File: src/rtl/sevenseg_scan_pkg.sv
// -----------------------------------------------------------------------------
// sevenseg_scan_pkg
// Shared constants for the seven-segment scan display block:
//   NUM_DIGITS  - digits on the display
//   SEG_BLANK   - active-low segment pattern with every segment off
//   HEX_SEG     - active-low {g,f,e,d,c,b,a} patterns for hex digits 0..F
// -----------------------------------------------------------------------------
package sevenseg_scan_pkg;

   localparam int         NUM_DIGITS = 4;
   localparam logic [6:0] SEG_BLANK  = 7'h7F;

   typedef logic [1:0] digit_idx_t;

   localparam logic [6:0] HEX_SEG [0:15] = '{
      7'h40, 7'h79, 7'h24, 7'h30,
      7'h19, 7'h12, 7'h02, 7'h78,
      7'h00, 7'h10, 7'h08, 7'h03,
      7'h46, 7'h21, 7'h06, 7'h0E
   };

endpackage

File: src/rtl/sevenseg_scan_if.sv
// -----------------------------------------------------------------------------
// sevenseg_scan_if
// Value-capture bus feeding the display.
//   value_in    - 16-bit value to display
//   value_valid - sample value_in this cycle
//   freeze      - ignore value_valid while high
// master: the producer (cpu board top / bench); slave: sevenseg_scan.
// -----------------------------------------------------------------------------
interface sevenseg_scan_if;
   logic [15:0] value_in;
   logic        value_valid;
   logic        freeze;

   modport master (output value_in, output value_valid, output freeze);
   modport slave  (input  value_in, input  value_valid, input  freeze);
endinterface

File: src/rtl/sevenseg_scan_hex_to_seg.sv
// -----------------------------------------------------------------------------
// hex_to_seg
// Combinational hex nibble to active-low seven-segment decoder.
//   nibble - 4-bit hex digit
//   seg    - {g,f,e,d,c,b,a}, active-low
// -----------------------------------------------------------------------------
module hex_to_seg
   import sevenseg_scan_pkg::*;
(
   input  logic [3:0] nibble,
   output logic [6:0] seg
);

   assign seg = HEX_SEG[nibble];

endmodule

File: src/rtl/sevenseg_scan.sv
// -----------------------------------------------------------------------------
// sevenseg_scan
// Captures a 16-bit value and scans it as four hex digits onto a common-anode
// 4-digit seven-segment display. A new value is latched into a shadow register
// and only moves into the displayed frame at a frame boundary, so one scan
// frame never mixes old and new digits.
//
// Ports:
//   clk        - system clock
//   rst        - asynchronous active-low reset
//   bus        - sevenseg_scan_if.slave (value_in, value_valid, freeze)
//   seg        - segments {g,f,e,d,c,b,a}, active-low
//   dp         - decimal point, active-low, always off
//   an         - digit enables, active-low, one-hot-low
//   frame_done - one-cycle pulse when digit 0 of a new frame lights
//
// Optional feature macro: SEVENSEG_LZB_EN (leading-zero blanking). When
// defined, a digit whose nibble and all higher nibbles are zero stays dark;
// digit 0 is always shown.
// -----------------------------------------------------------------------------
module sevenseg_scan
   import sevenseg_scan_pkg::*;
#(
   parameter  int SCAN_DIV = 100000,
   localparam int CNT_W    = $clog2(SCAN_DIV > 1 ? SCAN_DIV : 2)
) (
   input  logic                 clk,
   input  logic                 rst,
   sevenseg_scan_if.slave       bus,
   output logic [6:0]           seg,
   output logic                 dp,
   output logic [3:0]           an,
   output logic                 frame_done
);

   localparam logic [CNT_W-1:0] CNT_MAX = CNT_W'(SCAN_DIV - 1);

   logic [CNT_W-1:0] cnt_q,    cnt_d;
   digit_idx_t       idx_q,    idx_d;
   logic [15:0]      shadow_q, shadow_d;
   logic [15:0]      frame_q,  frame_d;
   logic [3:0]       an_q,     an_d;
   logic [6:0]       seg_q,    seg_d;
   logic             frame_done_q, frame_done_d;

   logic       tick;
   logic       boundary;
   digit_idx_t nxt_idx;
   logic [3:0] nibble;
   logic [6:0] hex_seg;
   logic       lz_blank;

   hex_to_seg u_hex_to_seg (
      .nibble (nibble),
      .seg    (hex_seg)
   );

   always_comb begin
      tick     = (cnt_q == CNT_MAX);
      boundary = tick && (idx_q == 2'd3);
      nxt_idx  = idx_q + 2'd1;

      cnt_d        = tick ? '0 : cnt_q + 1'b1;
      idx_d        = tick ? nxt_idx : idx_q;
      shadow_d     = (bus.value_valid && !bus.freeze) ? bus.value_in : shadow_q;
      // At a boundary the old shadow moves into the frame; a value arriving on
      // the same edge waits in the shadow for the following frame.
      frame_d      = boundary ? shadow_q : frame_q;
      frame_done_d = boundary;

      // frame_d is the frame in effect for the digit being lit, which bypasses
      // the freshly loaded shadow at a boundary.
      nibble = frame_d[{nxt_idx, 2'b00} +: 4];

`ifdef SEVENSEG_LZB_EN
      lz_blank = (nxt_idx != 2'd0) && ((frame_d >> {nxt_idx, 2'b00}) == 16'd0);
`else
      lz_blank = 1'b0;
`endif

      an_d  = an_q;
      seg_d = seg_q;
      if (tick) begin
         an_d  = lz_blank ? 4'hF : ~(4'b0001 << nxt_idx);
         seg_d = lz_blank ? SEG_BLANK : hex_seg;
      end
   end

   // idx resets to 3 so the first tick is the 3->0 frame boundary.
   always_ff @(posedge clk or negedge rst) begin
      if (!rst) begin
         cnt_q        <= '0;
         idx_q        <= 2'd3;
         shadow_q     <= '0;
         frame_q      <= '0;
         an_q         <= 4'hF;
         seg_q        <= SEG_BLANK;
         frame_done_q <= 1'b0;
      end else begin
         cnt_q        <= cnt_d;
         idx_q        <= idx_d;
         shadow_q     <= shadow_d;
         frame_q      <= frame_d;
         an_q         <= an_d;
         seg_q        <= seg_d;
         frame_done_q <= frame_done_d;
      end
   end

   assign seg        = seg_q;
   assign an         = an_q;
   assign frame_done = frame_done_q;
   assign dp         = 1'b1;

endmodule
File: src/flat_wrapper.sv
// flat-port wrapper written by rule: the top's interface ports become plain ports
module sevenseg_scan_flat import sevenseg_scan_pkg::*;
#(
   parameter  int SCAN_DIV = 100000,
   localparam int CNT_W    = $clog2(SCAN_DIV > 1 ? SCAN_DIV : 2)
)
  (clk, rst, seg, dp, an, frame_done, bus_value_in, bus_value_valid, bus_freeze);
  sevenseg_scan_if bus_i ();
  input  logic clk;
  input  logic rst;
  output logic [6:0] seg;
  output logic dp;
  output logic [3:0] an;
  output logic frame_done;
  input wire logic [$bits(bus_i.value_in)-1:0] bus_value_in;
  input wire logic [$bits(bus_i.value_valid)-1:0] bus_value_valid;
  input wire logic [$bits(bus_i.freeze)-1:0] bus_freeze;
  assign bus_i.value_in = bus_value_in;
  assign bus_i.value_valid = bus_value_valid;
  assign bus_i.freeze = bus_freeze;
  sevenseg_scan #(.SCAN_DIV(SCAN_DIV)) u_core (.clk(clk), .rst(rst), .bus(bus_i), .seg(seg), .dp(dp), .an(an), .frame_done(frame_done));
endmodule
File: config.mk
export PLATFORM = sky130hd
export DESIGN_NAME = sevenseg_scan_flat
export DESIGN_NICKNAME = d
export VERILOG_FILES = /design/src/rtl/sevenseg_scan_pkg.sv /design/src/rtl/sevenseg_scan_if.sv /design/src/rtl/sevenseg_scan_hex_to_seg.sv /design/src/rtl/sevenseg_scan.sv /design/src/flat_wrapper.sv
export SDC_FILE = /design/constraint.sdc
export NUM_CORES = 1
export LEC_CHECK = 0
export CORE_MARGIN = 5
export CORE_UTILIZATION = 58
export CTS_BUF_LIST = sky130_fd_sc_hd__clkbuf_4 sky130_fd_sc_hd__clkbuf_8
export CTS_CLUSTER_DIAMETER = 120
export DETAILED_ROUTE_END_ITERATION = 7
export PLACE_DENSITY = 0.82
export SLEW_MARGIN = 25
export SYNTH_ARGS = -nofsm -noshare
export SYNTH_HDL_FRONTEND = slang
export SYNTH_HIERARCHICAL = 1
export SYNTH_SLANG_ARGS = --single-unit
File: constraint.sdc
create_clock -name clk -period 4 [get_ports clk]
set_input_delay 0.6 -clock clk [delete_from_list [all_inputs] [get_ports clk]]
set_output_delay 0.6 -clock clk [all_outputs]
set_load 0.01 [all_outputs]
==> run_results.csv, run 1 <==
group,metric,value,unit
status,status,"completed",
cells_and_area,antennaDiodeCount,0,
die,num_io_pins,33,
cells_and_area,fin_util,69.4,%
synthesis,synthCells,237,
timing,fin_crit,3530,ps
timing,maxSlewHeadroom,51.9,%
worst_setup_path,r2r-end,"u_core/seg[3]",
clock_tree,cts_max_path_buffers,2,
global_routing,grt_pass1_wl,8.56,mm
pwr,switching_share,22.8,%
synthesis,ys_seq_area_share,53.8,%
detailed_routing,routedWlPerCell,13.9,um
detailed_routing,vias,1790,
pwr,power_frac_comb,5.0,%
die,die_area,6630,um^2
placed_design,portBuffers,31,
worst_setup_path,reg2reg_from,"u_core/cnt_q[12]",
cells_and_area,fillerInstances,354,
timing,post-route-period-util,88.2,%
placed_design,dp.cells,332,
synthesis,synth.largest_area_cell,"dfrtp_1",
synthesis,synth_top_flop_cell,"dfrtp_1",
clock_tree,h-tree-depth,3,
timing,worstMarginPinSlew,721,ps
die,die_w,81.4,um
clock_tree,post-cts-setup-buffers,0,
synthesis,postSynthNetCount,269,
placed_design,gp_congestion,0.774,
timing,holdWs,314,ps
cells_and_area,drive_gt1_share,26.3,%
clock_tree,clk_pin_slew_worst_paths,70,ps
worst_setup_path,crit_type,"flop to flop",
worst_setup_path,reg2reg_slack,470,ps
worst_setup_path,crit_path_start_kind,"flop",
cells_and_area,layout.area.seq,1590,um^2
clock_tree,ctsHoldBuffers,0,
clock_tree,numCtsBuffers,9,
die,coreArea,5040,um^2
global_routing,grt_pass1_vias,1809,
detailed_routing,drcViolationCount,0,
worst_setup_path,cp_max_fo,16,
timing,finalClockSkew,7.79,ps
clock_tree,cts_tree,"built",
min_path,worstHoldPathType,"input port to async pin",
detailed_routing,drt-total-wl,4.85,mm
synthesis,avgSynthCellArea,12.5,um^2
synthesis,synth-edff-count,0,
pwr,pwr-share-seq,55.7,%
synthesis,yosysWarnings,6,
global_routing,grt_max_degree,34,
cells_and_area,mostFrequentLayoutCells,"dfrtp_1, nand2_1, clkdlybuf4s50_1",
clock_tree,cts_resized,0,
detailed_routing,viasPerCell,5.14,
die,fp.dieH,81.4,um
pwr,internal_power,0.937,mW
worst_setup_path,end_kind,"flop",
clock_tree,clock-sinks,63,
timing,tns,0,ps
cells_and_area,final_cell_count_no_fill,348,
placed_design,dpl.hpwl,3.50,mm
timing,hold_violations,0,
pwr,power_density,347,nW/um^2
cells_and_area,stdcell_area,3500,um^2
pwr,p_leak,1.60,nW
cells_and_area,final_common_cell,"dfrtp_1",
pwr,ir_drop,0.000259,V
die,initial_core_util,58.7,%
global_routing,grt-ovfl-total,0,
synthesis,synthesis.area,2960,um^2
pwr,power.switching,0.277,mW
synthesis,ys_ff_latch,63,
flow_run,maxCapViolCount,0,
timing,report.final.slew_viol_count,0,
pwr,clkPwrFrac,39.4,%
cells_and_area,nets,305,
clock_tree,clk_latency,340,ps
worst_setup_path,cp.required,4270,ps
worst_setup_path,ff2ff_path_depth,11,
synthesis,synthArstFlopShare,100,%
synthesis,ys_types,40,
timing,worst_slack,474,ps
placed_design,pre_cts_ws,484,ps
placed_design,postPlaceCellArea,3330,um^2
detailed_routing,first_pass_iters,4,
die,fp-row-count,26,
global_routing,grt_use_total,17.5,%
pwr,total_power,1.21,mW
synthesis,synth_area_leaders,"dfrtp_1, dfstp_2, mux2_2",
clock_tree,root_buffer,"clkbuf_8",
worst_setup_path,critical_path_arrival,3790,ps
timing,rsz0062_at_grt,"no",
cells_and_area,multi_input_comb_area,1280,um^2
detailed_routing,drtAntennaViolNets,0,
synthesis,yosysTopAreaCellShare,42.3,%
timing,setup_viol,0,
detailed_routing,drt_iter0_markers,79,
cells_and_area,areaGrowthSynthToFinish,18.3,%
timing,fmax,284,MHz
global_routing,antenna_found_initial,0,
==> how the worst max path moves through the flow <==
stage / from / to / slack (ps) / cells after the start
floorplan: u_core/cnt_q[12] / u_core/seg[3] / 410 / 12
global placement: u_core/cnt_q[12] / u_core/seg[3] / 570 / 11
detailed placement: u_core/cnt_q[12] / u_core/seg[3] / 480 / 11
CTS: u_core/cnt_q[12] / u_core/seg[3] / 460 / 11
global route: u_core/cnt_q[6] / u_core/seg[3] / 250 / 11
finish: u_core/cnt_q[12] / u_core/seg[3] / 470 / 11
==> final cells by class <==
type                            count  share of cell area, %
Timing Repair Buffer               35                   9.58
Inverter                            8                  0.858
Tap cell                           70                   2.50
Clock inverter                      5                   1.04
Sequential cell                    63                   45.5
Multi-Input combinational cell    156                   36.6
Clock buffer                       11                   3.97
==> synth_stat cells, types with 3 or more instances <==
library cell / instances
mux2_2: 25
inv_1: 8
mux2_4: 7
nand2_1: 32
dfstp_2: 13
xor2_1: 10
clkbuf_1: 5
ha_1: 12
dfrtp_1: 50
mux4_2: 4
nand3_1: 9
mux2i_1: 3
xnor2_1: 6
nor2_1: 15
o21ai_0: 6
==> routing by layer <==
layer  up-vias  wire [um]  GRT usage (%)
met5         -          0              0
met4         0         76           6.59
met3        10        227           5.59
met2        36       2300           27.7
met1       863       2250           22.5
li1        881          -              -
==> cell families (layout without fill, tap and decap cells) <==
family,Yosys count,in the layout,share of synthesized area [%]
simple gates,75,75,12.6
flops,63,63,53.8
mux,41,41,18.4
buf+inv,18,59,2.96
xor+xnor,16,16,4.73
fa+ha+maj,12,12,5.07
compound gates,11,11,2.32
other cells,1,1,0.127
==> critical path, stage by stage, from the launching register on <==
cell and delay [ps]:
dfrtp_1 420, or4b_4 580, nor4_4 360, nand2_4 220, mux2_4 350, mux4_2 550, inv_1 160, ha_1 160
inv_1 50, mux4_1 470, nand2_1 70, nand2_1 50
==> power groups by stage <==
| stage | registers, mW | logic, mW | clock network (mW) |
|---|---|---|---|
| 2_1_floorplan | 0.681 | 0.0281 | 0 |
| 3_3_place_gp | 0.687 | 0.0596 | 0 |
| 3_5_place_dp | 0.688 | 0.0620 | 0 |
| 4_1_cts | 0.677 | 0.0620 | 0.495 |
| 5_1_grt | 0.679 | 0.0680 | 0.528 |
| 6_report | 0.676 | 0.0603 | 0.478 |
==> registers in the layout, summed over array words and instances (netlist names) <==
register / count
u_core/cnt_q: 17
u_core/frame_q: 16
u_core/shadow_q: 16
u_core/seg: 7
u_core/an: 4
u_core/idx_q: 2
u_core/frame_done: 1
Note: power is estimated with default switching activity, not from simulation.
==> run 2: changes to the inputs <==
CTS_BUF_LIST = sky130_fd_sc_hd__clkbuf_4   (was sky130_fd_sc_hd__clkbuf_4 sky130_fd_sc_hd__clkbuf_8)
HOLD_SLACK_MARGIN = 0.05   (was unset)
==> run_results.csv, run 2 (synthesis results as in run 1) <==
group,metric,value,unit
placed_design,portBuffers,31,
worst_setup_path,end_kind,"flop",
clock_tree,clk_latency,380,ps
timing,post-route-period-util,88.7,%
detailed_routing,viasPerCell,5.21,
flow_run,maxCapViolCount,0,
clock_tree,numCtsBuffers,9,
cells_and_area,drive_gt1_share,26.3,%
clock_tree,h-tree-depth,3,
detailed_routing,drt-total-wl,4.84,mm
cells_and_area,largest_reg_flops,17,
clock_tree,cts_resized,0,
detailed_routing,first_pass_iters,4,
worst_setup_path,cp.required,4310,ps
timing,fin_crit,3550,ps
cells_and_area,mostFrequentLayoutCells,"dfrtp_1, nand2_1, clkdlybuf4s50_1",
global_routing,grt_use_total,17.1,%
clock_tree,post-cts-setup-buffers,0,
die,coreArea,5040,um^2
worst_setup_path,crit_path_top_delay_cell,"or4b_4",
clock_tree,cts_tree,"built",
die,fp-row-count,26,
timing,hold_violations,0,
global_routing,grt_pass1_vias,1801,
global_routing,grt_max_degree,34,
timing,rsz0062_at_grt,"no",
timing,finalClockSkew,14.7,ps
worst_setup_path,crit_type,"flop to flop",
cells_and_area,final_common_cell,"dfrtp_1",
clock_tree,cts_max_path_buffers,2,
worst_setup_path,critical_path_buf_inv_count,2,
pwr,ir_drop,0.000247,V
worst_setup_path,crit_chain,"or4b_4 > nor4_4 > nand2_4 > mux2_4 > mux4_2 > inv_1 > ha_1 > inv_1 > mux4_1 > nand2_1 > nand2_1",
worst_setup_path,crit_path_start_kind,"flop",
cells_and_area,fillerInstances,367,
min_path,worstHoldPathType,"input port to async pin",
worst_setup_path,cpLargestDelayFamily,"multiplexers",
cells_and_area,antennaDiodeCount,0,
worst_setup_path,critical_path_arrival,3860,ps
clock_tree,ctsHoldBuffers,0,
placed_design,gp_congestion,0.774,
timing,tns,0,ps
pwr,p_leak,1.58,nW
detailed_routing,drtAntennaViolNets,0,
worst_setup_path,critical_path.max_stage_delay,590,ps
worst_setup_path,cp_max_fo,16,
global_routing,antenna_found_initial,0,
detailed_routing,drt_iter0_markers,77,
die,fp.dieH,81.4,um
timing,fmax,282,MHz
clock_tree,root_buffer,"clkbuf_4",
placed_design,pre_cts_ws,484,ps
placed_design,dpl.hpwl,3.50,mm
die,die_area,6630,um^2
global_routing,grt_pass1_wl,8.49,mm
pwr,power_density,318,nW/um^2
clock_tree,clock-sinks,63,
die,die_w,81.4,um
timing,worstMarginPinSlew,714,ps
cells_and_area,areaGrowthSynthToFinish,16.4,%
clock_tree,clk_pin_slew_worst_paths,110,ps
detailed_routing,routedWlPerCell,13.9,um
detailed_routing,vias,1814,
cells_and_area,nets,305,
global_routing,grt-ovfl-total,0,
die,initial_core_util,58.7,%
timing,maxSlewHeadroom,52.4,%
timing,setup_viol,0,
die,num_io_pins,33,
cells_and_area,reg.largest.list,"u_core/cnt_q: 17 flops, u_core/frame_q: 16 flops, u_core/shadow_q: 16 flops",
detailed_routing,drcViolationCount,0,
timing,report.final.slew_viol_count,0,
status,status,"completed",
timing,worst_slack,453,ps
cells_and_area,top_register,"u_core/cnt_q",
-- run 2: through the flow --
step                power, mW  instances  hold slack [ps]  util (%)  area, um^2
finish                   1.10        348              263      68.3        3440
global route             1.16        348              282      68.3        3440
CTS                      1.11        348              259      68.3        3440
detailed placement      0.750        332              445      66.0        3330
global placement        0.747        332              441      66.0        3330
floorplan               0.709        237              304         -        2960
-- run 2: metal layers --
| metal | vias to the layer above | part of all wire, % | track usage [%] | wire length, um |
|---|---|---|---|---|
| met2 | 48 | 48 | 27.4 | 2340 |
| met4 | 0 | 0.52 | 6.08 | 25 |
| met3 | 2 | 5.4 | 4.61 | 260 |
| li1 | 885 | - | - | - |
| met5 | - | 0 | 0 | 0 |
| met1 | 879 | 46 | 22.3 | 2210 |
-- run 2: worst register-to-register path, cell delays in order (launching register included) --
cell     delay, ps
dfrtp_1        440
or4b_4         590
nor4_4         360
nand2_4        220
mux2_4         360
mux4_2         550
inv_1          160
ha_1           160
inv_1           50
mux4_1         470
nand2_1         70
nand2_1         50
-- run 2: final timing paths --
check / start / to / slack (ps) / cells past startpoint
setup reg to reg: u_core/cnt_q[12] / u_core/seg[3] / 450 / 11
setup / recovery: u_core/cnt_q[12] / u_core/seg[3] / 450 / 11
max in group asynchronous: rst / u_core/cnt_q[10] / 2890 / 2
hold reg to reg: u_core/seg[2] / u_core/seg[2] / 450 / 2
hold / removal: rst / u_core/frame_q[4] / 260 / 1
min in group clk: u_core/seg[2] / u_core/seg[2] / 450 / 2
-- run 2: where the power goes --
group / leakage (nW) / internal [mW] / switching, mW
clock network: 0.0591 / 0.142 / 0.219
logic: 0.739 / 0.0372 / 0.0232
registers: 0.782 / 0.661 / 0.0142
-- run 2: final cells by class --
| cell class | count | area [um^2] | area share (%) |
|---|---|---|---|
| clock buffers | 11 | 82.6 | 2.40 |
| clock inverters | 5 | 36.3 | 1.05 |
| inverters | 8 | 30.0 | 0.872 |
| multi-input cells | 156 | 1280 | 37.2 |
| flip-flops and latches | 63 | 1590 | 46.2 |
| well taps | 70 | 87.6 | 2.54 |
| repair buffers | 35 | 335 | 9.73 |
==> run 3: changes to the inputs <==
==> constraint.sdc (replaced) <==
create_clock -name clk -period 4 [get_ports clk]
set_input_delay 0.8 -clock clk [delete_from_list [all_inputs] [get_ports clk]]
set_output_delay 0.8 -clock clk [all_outputs]
set_load 0.01 [all_outputs]
==> run_results.csv, run 3 (synthesis results as in run 1) <==
group,metric,value,unit
detailed_routing,first_pass_iters,4,
die,fp.dieH,81.4,um
cells_and_area,top_register,"u_core/cnt_q",
flow_run,maxCapViolCount,0,
clock_tree,cts_resized,0,
worst_setup_path,end_kind,"flop",
clock_tree,root_buffer,"clkbuf_4",
detailed_routing,drt-total-wl,4.93,mm
pwr,pwr-share-seq,61.5,%
min_path,worstHoldPathType,"input port to async pin",
global_routing,grt-ovfl-total,0,
worst_setup_path,critical_path_arrival,3880,ps
pwr,total_power,1.10,mW
placed_design,portBuffers,31,
pwr,clkPwrFrac,33.0,%
clock_tree,clk_latency,390,ps
worst_setup_path,crit_chain,"or4b_4 > nor4_4 > nand2_4 > mux2_4 > mux4_2 > inv_1 > ha_1 > inv_1 > mux4_1 > nand2_1 > nand2_1",
detailed_routing,drtAntennaViolNets,0,
placed_design,gp_congestion,0.789,
global_routing,grt_use_total,18.0,%
cells_and_area,fin_util,68.2,%
detailed_routing,drcViolationCount,0,
die,die_area,6630,um^2
detailed_routing,drt_iter0_markers,116,
cells_and_area,final_common_cell,"dfrtp_1",
status,status,"completed",
die,num_io_pins,33,
cells_and_area,areaGrowthSynthToFinish,16.2,%
die,die_w,81.4,um
detailed_routing,viasPerCell,5.18,
clock_tree,cts_tree,"built",
worst_setup_path,crit_path_top_delay_cell,"or4b_4",
detailed_routing,routedWlPerCell,14.2,um
clock_tree,clock-sinks,63,
cells_and_area,final_cell_count_no_fill,348,
clock_tree,numCtsBuffers,9,
timing,fmax,281,MHz
worst_setup_path,cp_max_fo,16,
global_routing,antenna_found_initial,0,
placed_design,dp.cells,332,
worst_setup_path,crit_type,"flop to flop",
pwr,internal_power,0.851,mW
global_routing,grt_max_degree,44,
timing,setup_viol,0,
cells_and_area,drive_gt1_share,25.9,%
global_routing,grt_pass1_wl,8.88,mm
cells_and_area,antennaDiodeCount,0,
clock_tree,h-tree-depth,3,
global_routing,grt_pass1_vias,1849,
cells_and_area,nets,305,
clock_tree,clk_pin_slew_worst_paths,100,ps
timing,finalClockSkew,16.1,ps
die,fp-row-count,26,
pwr,power_frac_comb,5.5,%
clock_tree,cts_max_path_buffers,2,
cells_and_area,largest_reg_flops,17,
placed_design,dpl.hpwl,3.51,mm
pwr,p_leak,1.59,nW
cells_and_area,mostFrequentLayoutCells,"dfrtp_1, nand2_1, clkdlybuf4s50_1",
die,coreArea,5040,um^2
worst_setup_path,crit_path_start_kind,"flop",
timing,worstMarginPinSlew,548,ps
timing,post-route-period-util,89.0,%
timing,rsz0062_at_grt,"no",
pwr,power.switching,0.246,mW
timing,tns,0,ps
cells_and_area,reg.largest.list,"u_core/cnt_q: 17 flops, u_core/frame_q: 16 flops, u_core/shadow_q: 16 flops",
clock_tree,ctsHoldBuffers,0,
worst_setup_path,cp.required,4320,ps
cells_and_area,fillerInstances,388,
worst_setup_path,critical_path.max_stage_delay,590,ps
timing,fin_crit,3560,ps
cells_and_area,layout.area.seq,1590,um^2
detailed_routing,vias,1804,
timing,report.final.slew_viol_count,0,
pwr,power_density,319,nW/um^2
timing,maxSlewHeadroom,63.5,%
clock_tree,post-cts-setup-buffers,0,
cells_and_area,multi_input_comb_area,1280,um^2
pwr,ir_drop,0.000239,V
timing,hold_violations,0,
pwr,switching_share,22.4,%
die,initial_core_util,58.7,%
-- run 3: cell count changes in the layout (fill, tap and decap cells not counted), sizes merged --
cell	change
clkbuf	+2
clkinvlp	-3
clkinv	+1
-- run 3: power by group through the flow --
stage	Clock [mW]	Sequential [mW]	Combinational, mW
after floorplan	0	0.681	0.0281
after global placement	0	0.687	0.0595
after detailed placement	0	0.688	0.0615
after CTS	0.376	0.676	0.0617
after global routing	0.412	0.680	0.0676
final	0.362	0.675	0.0602
-- run 3: per-stage QoR --
step	instance area (um^2)	hold WS [ps]	worst slack, ps
floorplan	2960	455	408
global placement	3330	440	564
detailed placement	3330	444	473
CTS	3440	458	439
global route	3440	398	223
finish	3440	393	441
-- run 3: worst paths after layout --
path | start | end | slack, ps | depth (start not counted)
worst max register to register | u_core/cnt_q[12] | u_core/seg[3] | 440 | 11
min in group clk | u_core/seg[2] | u_core/seg[2] | 450 | 2
worst max-delay path | u_core/cnt_q[12] | u_core/seg[3] | 440 | 11
worst min-delay path | rst | u_core/cnt_q[4] | 390 | 1
worst min register to register | u_core/seg[2] | u_core/seg[2] | 450 | 2
max in group asynchronous | rst | u_core/idx_q[0] | 2850 | 2
-- run 3: critical path: cells and delay by family (launching register included) --
family | cells | cell delay, ps
buffers and inverters | 2 | 220
flip-flops | 1 | 430
adder cells (fa/ha/maj) | 1 | 160
multiplexers | 3 | 1380
AND/OR/NAND/NOR | 5 | 1300
-- run 3: layer usage --
metal	vias up	track usage, %	share of wire, %
li1	883	-	-
met1	876	25.5	49
met2	39	26.4	45
met3	6	5.48	5.1
met4	0	6.08	1.1
met5	-	0	0
-- run 3: area by class of cell --
type	count	share of cell area, %
clock buffers	13	2.84
clock inverters	3	0.400
inverters	8	0.873
multi-input cells	156	37.2
flip-flops and latches	63	46.3
well taps	70	2.55
repair buffers	35	9.82
